===== src/rtl/micro_sequencer.sv =====
// Microprogram sequencer: micro-PC register, internal control store and opcode dispatch.
// Control outputs are decoded from the registered micro-PC; stall suppresses the write-side strobes.
module micro_sequencer #(
  parameter int UPC_W = 4,
  parameter int OP_W  = 6
) (
  input  logic             clk,
  input  logic             reset,
  input  logic [OP_W-1:0]  opcode,
  input  logic             zero,
  input  logic             stall,
  output logic [UPC_W-1:0] upc,
  output logic [2:0]       trans_out,
  output logic             pc_en,
  output logic             reg_wr,
  output logic             mem_rd,
  output logic             iord,
  output logic             alu_src_a,
  output logic [1:0]       alu_src_b,
  output logic [1:0]       alu_op,
  output logic             illegal_op
);

  localparam logic [OP_W-1:0] OP_R   = OP_W'(6'b000000);
  localparam logic [OP_W-1:0] OP_LW  = OP_W'(6'b100011);
  localparam logic [OP_W-1:0] OP_SW  = OP_W'(6'b101011);
  localparam logic [OP_W-1:0] OP_BEQ = OP_W'(6'b000100);
  localparam logic [OP_W-1:0] OP_J   = OP_W'(6'b000010);

  localparam logic [UPC_W-1:0] S_FETCH   = UPC_W'(0);
  localparam logic [UPC_W-1:0] S_DECODE  = UPC_W'(1);
  localparam logic [UPC_W-1:0] S_MEMADDR = UPC_W'(2);
  localparam logic [UPC_W-1:0] S_MEMRD   = UPC_W'(3);
  localparam logic [UPC_W-1:0] S_MEMWB   = UPC_W'(4);
  localparam logic [UPC_W-1:0] S_MEMWR   = UPC_W'(5);
  localparam logic [UPC_W-1:0] S_EXEC    = UPC_W'(6);
  localparam logic [UPC_W-1:0] S_RWB     = UPC_W'(7);
  localparam logic [UPC_W-1:0] S_BRANCH  = UPC_W'(8);
  localparam logic [UPC_W-1:0] S_JUMP    = UPC_W'(9);

  localparam logic [2:0] TR_NONE   = 3'd0;
  localparam logic [2:0] TR_REGDST = 3'd1;
  localparam logic [2:0] TR_PCSRC1 = 3'd2;
  localparam logic [2:0] TR_PCSRC2 = 3'd3;
  localparam logic [2:0] TR_MEM2RG = 3'd4;
  localparam logic [2:0] TR_MEMWR  = 3'd5;
  localparam logic [2:0] TR_IRWR   = 3'd6;

  logic [UPC_W-1:0] upc_q, upc_d;
  logic             illegal_q, illegal_d;

  logic [2:0] cs_trans;
  logic       cs_pc_wr, cs_pc_wr_cond, cs_reg_wr;
  logic       cs_mem_rd, cs_iord, cs_alu_src_a;
  logic [1:0] cs_alu_src_b, cs_alu_op;

  // State register
  always_ff @(posedge clk or posedge reset) begin
    if (reset) begin
      upc_q     <= S_FETCH;
      illegal_q <= 1'b0;
    end else begin
      upc_q     <= upc_d;
      illegal_q <= illegal_d;
    end
  end

  // Next-state: sequencing plus the two dispatch points; unused states fall back to fetch
  always_comb begin
    upc_d     = upc_q;
    illegal_d = 1'b0;
    if (!stall) begin
      case (upc_q)
        S_FETCH: upc_d = S_DECODE;
        S_DECODE: begin
          case (opcode)
            OP_R:          upc_d = S_EXEC;
            OP_LW, OP_SW:  upc_d = S_MEMADDR;
            OP_BEQ:        upc_d = S_BRANCH;
            OP_J:          upc_d = S_JUMP;
            default: begin
              upc_d     = S_FETCH;
              illegal_d = 1'b1;
            end
          endcase
        end
        S_MEMADDR: begin
          case (opcode)
            OP_LW:   upc_d = S_MEMRD;
            OP_SW:   upc_d = S_MEMWR;
            default: upc_d = S_FETCH;
          endcase
        end
        S_MEMRD: upc_d = S_MEMWB;
        S_EXEC:  upc_d = S_RWB;
        default: upc_d = S_FETCH;
      endcase
    end
  end

  // Output decode: control store lookup, then stall masks the write-side strobes
  always_comb begin
    cs_trans      = TR_NONE;
    cs_pc_wr      = 1'b0;
    cs_pc_wr_cond = 1'b0;
    cs_reg_wr     = 1'b0;
    cs_mem_rd     = 1'b0;
    cs_iord       = 1'b0;
    cs_alu_src_a  = 1'b0;
    cs_alu_src_b  = 2'b00;
    cs_alu_op     = 2'b00;
    case (upc_q)
      S_FETCH: begin
        cs_mem_rd    = 1'b1;
        cs_alu_src_b = 2'b01;
        cs_pc_wr     = 1'b1;
        cs_trans     = TR_IRWR;
      end
      S_DECODE:  cs_alu_src_b = 2'b11;
      S_MEMADDR: begin
        cs_alu_src_a = 1'b1;
        cs_alu_src_b = 2'b10;
      end
      S_MEMRD: begin
        cs_mem_rd = 1'b1;
        cs_iord   = 1'b1;
      end
      S_MEMWB: begin
        cs_reg_wr = 1'b1;
        cs_trans  = TR_MEM2RG;
      end
      S_MEMWR: begin
        cs_iord  = 1'b1;
        cs_trans = TR_MEMWR;
      end
      S_EXEC: begin
        cs_alu_src_a = 1'b1;
        cs_alu_op    = 2'b10;
      end
      S_RWB: begin
        cs_reg_wr = 1'b1;
        cs_trans  = TR_REGDST;
      end
      S_BRANCH: begin
        cs_alu_src_a  = 1'b1;
        cs_alu_op     = 2'b01;
        cs_pc_wr_cond = 1'b1;
        cs_trans      = TR_PCSRC1;
      end
      S_JUMP: begin
        cs_pc_wr = 1'b1;
        cs_trans = TR_PCSRC2;
      end
      default: ;
    endcase
  end

  assign upc        = upc_q;
  assign illegal_op = illegal_q;
  assign trans_out  = stall ? TR_NONE : cs_trans;
  assign pc_en      = !stall && (cs_pc_wr || (cs_pc_wr_cond && zero));
  assign reg_wr     = !stall && cs_reg_wr;
  assign mem_rd     = cs_mem_rd;
  assign iord       = cs_iord;
  assign alu_src_a  = cs_alu_src_a;
  assign alu_src_b  = cs_alu_src_b;
  assign alu_op     = cs_alu_op;

endmodule


===== config.mk =====
export PLATFORM = sky130hd
export DESIGN_NAME = micro_sequencer
export DESIGN_NICKNAME = d
export VERILOG_FILES = /design/src/rtl/micro_sequencer.sv
export SDC_FILE = /design/constraint.sdc
export NUM_CORES = 1
export LEC_CHECK = 0
export ABC_AREA = 1
export CORE_UTILIZATION = 39
export CTS_CLUSTER_DIAMETER = 100
export DETAILED_ROUTE_END_ITERATION = 10
export GPL_ROUTABILITY_DRIVEN = 0
export PLACE_DENSITY_LB_ADDON = 0.3
export SLEW_MARGIN = 10
export SYNTH_ARGS = -nofsm -noshare
export SYNTH_HDL_FRONTEND = slang
export SYNTH_SLANG_ARGS = --single-unit

===== constraint.sdc =====
create_clock -name clk -period 1.7 [get_ports clk]
set_clock_uncertainty 0.15 [all_clocks]
set_input_delay 0.34 -clock clk [delete_from_list [all_inputs] [get_ports clk]]
set_output_delay 0.34 -clock clk [all_outputs]
set_load 0.03 [all_outputs]

==> impl_metrics.py <==
metrics = {
    "timing": {
        "max_freq_ghz": 0.513,
        "timing.final.ws_setup_ns": -0.248,
        "tightest_slew_ns": 0.303,
        "min_period_ns": 1.95,
        "whs_ns": 0.139,
        "fin_crit_sh": 1.15,
        "finalMaxSlewViolations": 0,
        "setup_viol": 14,
        "hold_viol": 0,
        "rsz0062_at_grt": "true",
        "slew_headroom": 0.799,
    },
    "power": {
        "vdd_drop_max_v": 0.000743,
        "power_density_nw_per_um2": 659,
        "power.share.clock": 0.200,
        "combPwrFrac": 0.619,
        "switching_share": 0.445,
        "intPower_mw": 0.440,
        "pwr-share-seq": 0.180,
        "power_leakage_nw": 0.607,
        "power.switching_mw": 0.353,
    },
    "route": {
        "vias": 949,
        "ant_nets": 0,
        "first_iter_violations": 59,
        "firstDrtPassIters": 5,
        "wl_per_cell_um": 17.6,
        "drc": 0,
        "wl_um": 2840,
        "via_per_inst": 5.89,
    },
    "cts": {
        "htree_levels": 1,
        "cts.clk_slew.worst_paths_ns": 0.06,
        "cts_tree": "done",
        "clock-sinks": 5,
        "clk_latency_ns": 0.26,
        "cts_inserted_buffers": 3,
        "cts.path.max_buffers": 2,
        "root_buffer": "clkbuf_4",
        "hold_buffers": 0,
    },
    "synthesis": {
        "ys_seq_area_frac": 0.223,
        "synthCells": 96,
        "synth-compound-area-share": 0.0757,
        "yosys_most_used_dff": "dfrtp_1",
        "synth_area_leaders": "dfrtp_1 22%, nand2_1 17%, nor2_1 11%",
        "synth_mux_area_frac": 0,
        "synth_top_area_cell": "dfrtp_1",
        "yosysMostFrequentCell": "nand2_1",
        "synthXorXnorAreaFrac": 0,
        "postSynth.asyncResetShare": 1.00,
        "synth_seq_cells": 5,
        "synth_top_family_by_area": "simple AND/OR/NAND/NOR gates",
        "synthSimpleGateAreaFrac": 0.561,
        "yosysWarnings": 0,
        "synth_edf_count": 0,
        "syn-num-nets": 106,
        "syn_area_um2": 562,
        "yosysUniqueCellTypes": 20,
        "avgSynthCellArea_um2": 5.85,
        "synth_top_area_share": 0.223,
        "synthAdderAreaFrac": 0,
        "ys_top_cells_by_count": "26 x nand2_1, 17 x nor2_1, 13 x inv_1, 10 x nand3_1, 5 x dfrtp_1",
    },
    "run": {
        "maxCapViolations": 0,
    },
    "final_layout": {
        "fin_cells": 161,
        "nNetsFinal": 157,
        "final_area_um2": 1200,
        "antenna_cells": 0,
        "drive_above_1_share": 0.534,
        "area_growth_pct": 114,
        "fin_util": 0.914,
    },
    "placement": {
        "dp.cells": 146,
        "place_hpwl_um": 1340,
        "io_buffers": 26,
        "dpl_cell_area_um2": 938,
    },
    "floorplanning": {
        "core_um2": 1320,
        "die_w_um": 40.0,
        "die-area_um2": 1600,
        "initial_core_util": 0.426,
        "rows": 13,
        "io_pins": 27,
        "die_y_um": 40.0,
    },
    "outcome": {
        "violations": "setup timing",
        "status": "finished, violations left",
    },
    "critical_path": {
        "setup.worst_path.end_class": "output port",
        "r2r_start": "upc[2]$_DFFE_PP0N_",
        "cp_max_fo": 6,
        "arrival_ns": 1.46,
        "worstSetupStartpointType": "flop",
        "required_ns": 1.21,
        "worstSetupPathType": "reg -> out",
        "crit_start": "upc[1]$_DFFE_PP0N_",
    },
    "global_route": {
        "grt_pass1_vias": 793,
        "grt_max_degree": 7,
        "grt.overflow.total": 0,
        "grtUsageTotal": 0.355,
        "grt_pass1_wl_um": 3640,
        "antenna_found_initial": 0,
    },
    "worst_hold_path": {
        "hold_class": "in -> async",
    },
}
==> through the flow <==
stage / worst slack [ns] / setup TNS (ns) / total power [mW]
floorplan: -0.287 / -1.09 / 0.349
global placement: -0.111 / -0.255 / 0.479
detailed placement: -0.130 / -0.415 / 0.486
CTS: -0.171 / -0.980 / 0.686
global route: -0.289 / -2.69 / 0.829
finish: -0.248 / -2.07 / 0.793
==> routing by layer <==
layer / up-vias / track usage / share of wire
met5: - / 0 / 0
met1: 443 / 0.396 / 0.34
met2: 85 / 0.609 / 0.50
li1: 401 / - / -
met4: 0 / 0.241 / 0.062
met3: 20 / 0.0611 / 0.10
==> sequential cells by signal, indices dropped and copies added (netlist names) <==
name	count
illegal_op	1
upc	4
==> area by class of cell <==
type,instances,area [um^2]
multi-input cells,72,499
inverters,17,78.8
repair buffers,48,452
flip-flops and latches,5,129
clock buffers,4,26.3
fillers,58,114
well taps,15,18.8
==> layout by cell type (no fill, tap or decap), types with 2 or more instances in the layout <==
| cell | n |
|---|---|
| a21oi_2 | 3 |
| nor3_4 | 3 |
| dfrtp_1 | 2 |
| dfrtp_2 | 3 |
| nand2_2 | 5 |
| nor2_1 | 11 |
| inv_4 | 3 |
| dlygate4sd2_1 | 5 |
| nand3_1 | 8 |
| inv_2 | 3 |
| nor2_2 | 3 |
| inv_1 | 10 |
| nand2_4 | 4 |
| nand2_1 | 20 |
| buf_6 | 14 |
| nor2_4 | 5 |
| buf_4 | 20 |
| clkbuf_4 | 3 |
| clkdlybuf4s50_1 | 8 |
| nor3_2 | 2 |
==> repair_timing <==
item / in CTS / in global routing
hold endpoints to repair: 0 / 0
setup endpoints to repair: 16 / 16
cloned: 0 / 0
resized for setup: 37 / 10
pin swaps: 11 / 2
setup buffers: 8 / 3
==> path summary, 6_finish.rpt <==
path / cells past startpoint / slack [ns] / endpoint
setup / recovery: 6 / -0.25 / pc_en
hold / removal: 2 / 0.14 / upc[3]$_DFFE_PP0N_
setup reg to reg: 9 / -0.06 / upc[2]$_DFFE_PP0N_
hold reg to reg: 3 / 0.58 / upc[0]$_DFFE_PP0N_
max in group asynchronous: 2 / 1.05 / upc[2]$_DFFE_PP0N_
min in group clk: 4 / 0.55 / upc[0]$_DFFE_PP0N_
==> power by group through the flow <==
stage	Clock [mW]	Combinational [mW]	Sequential [mW]
after floorplan	0	0.187	0.162
after global placement	0	0.337	0.142
after detailed placement	0	0.343	0.143
after CTS	0.140	0.405	0.140
after global routing	0.171	0.515	0.143
final	0.159	0.491	0.143
==> worst max-delay path: stages, from the launching register on <==
cell	delay [ns]
dfrtp_2	0.48
inv_4	0.09
nand2_4	0.07
nor3_4	0.18
a21oi_2	0.11
a21oi_4	0.13
buf_6	0.14
==> cells by family (layout without fill, tap and decap cells) <==
logic type,Yosys count,after routing
AO/OA/AOI/OAI,7,7
buffers and inverters,19,69
flip-flops,5,5
AND/OR/NAND/NOR,65,65
(Power assumes the default switching activity.)
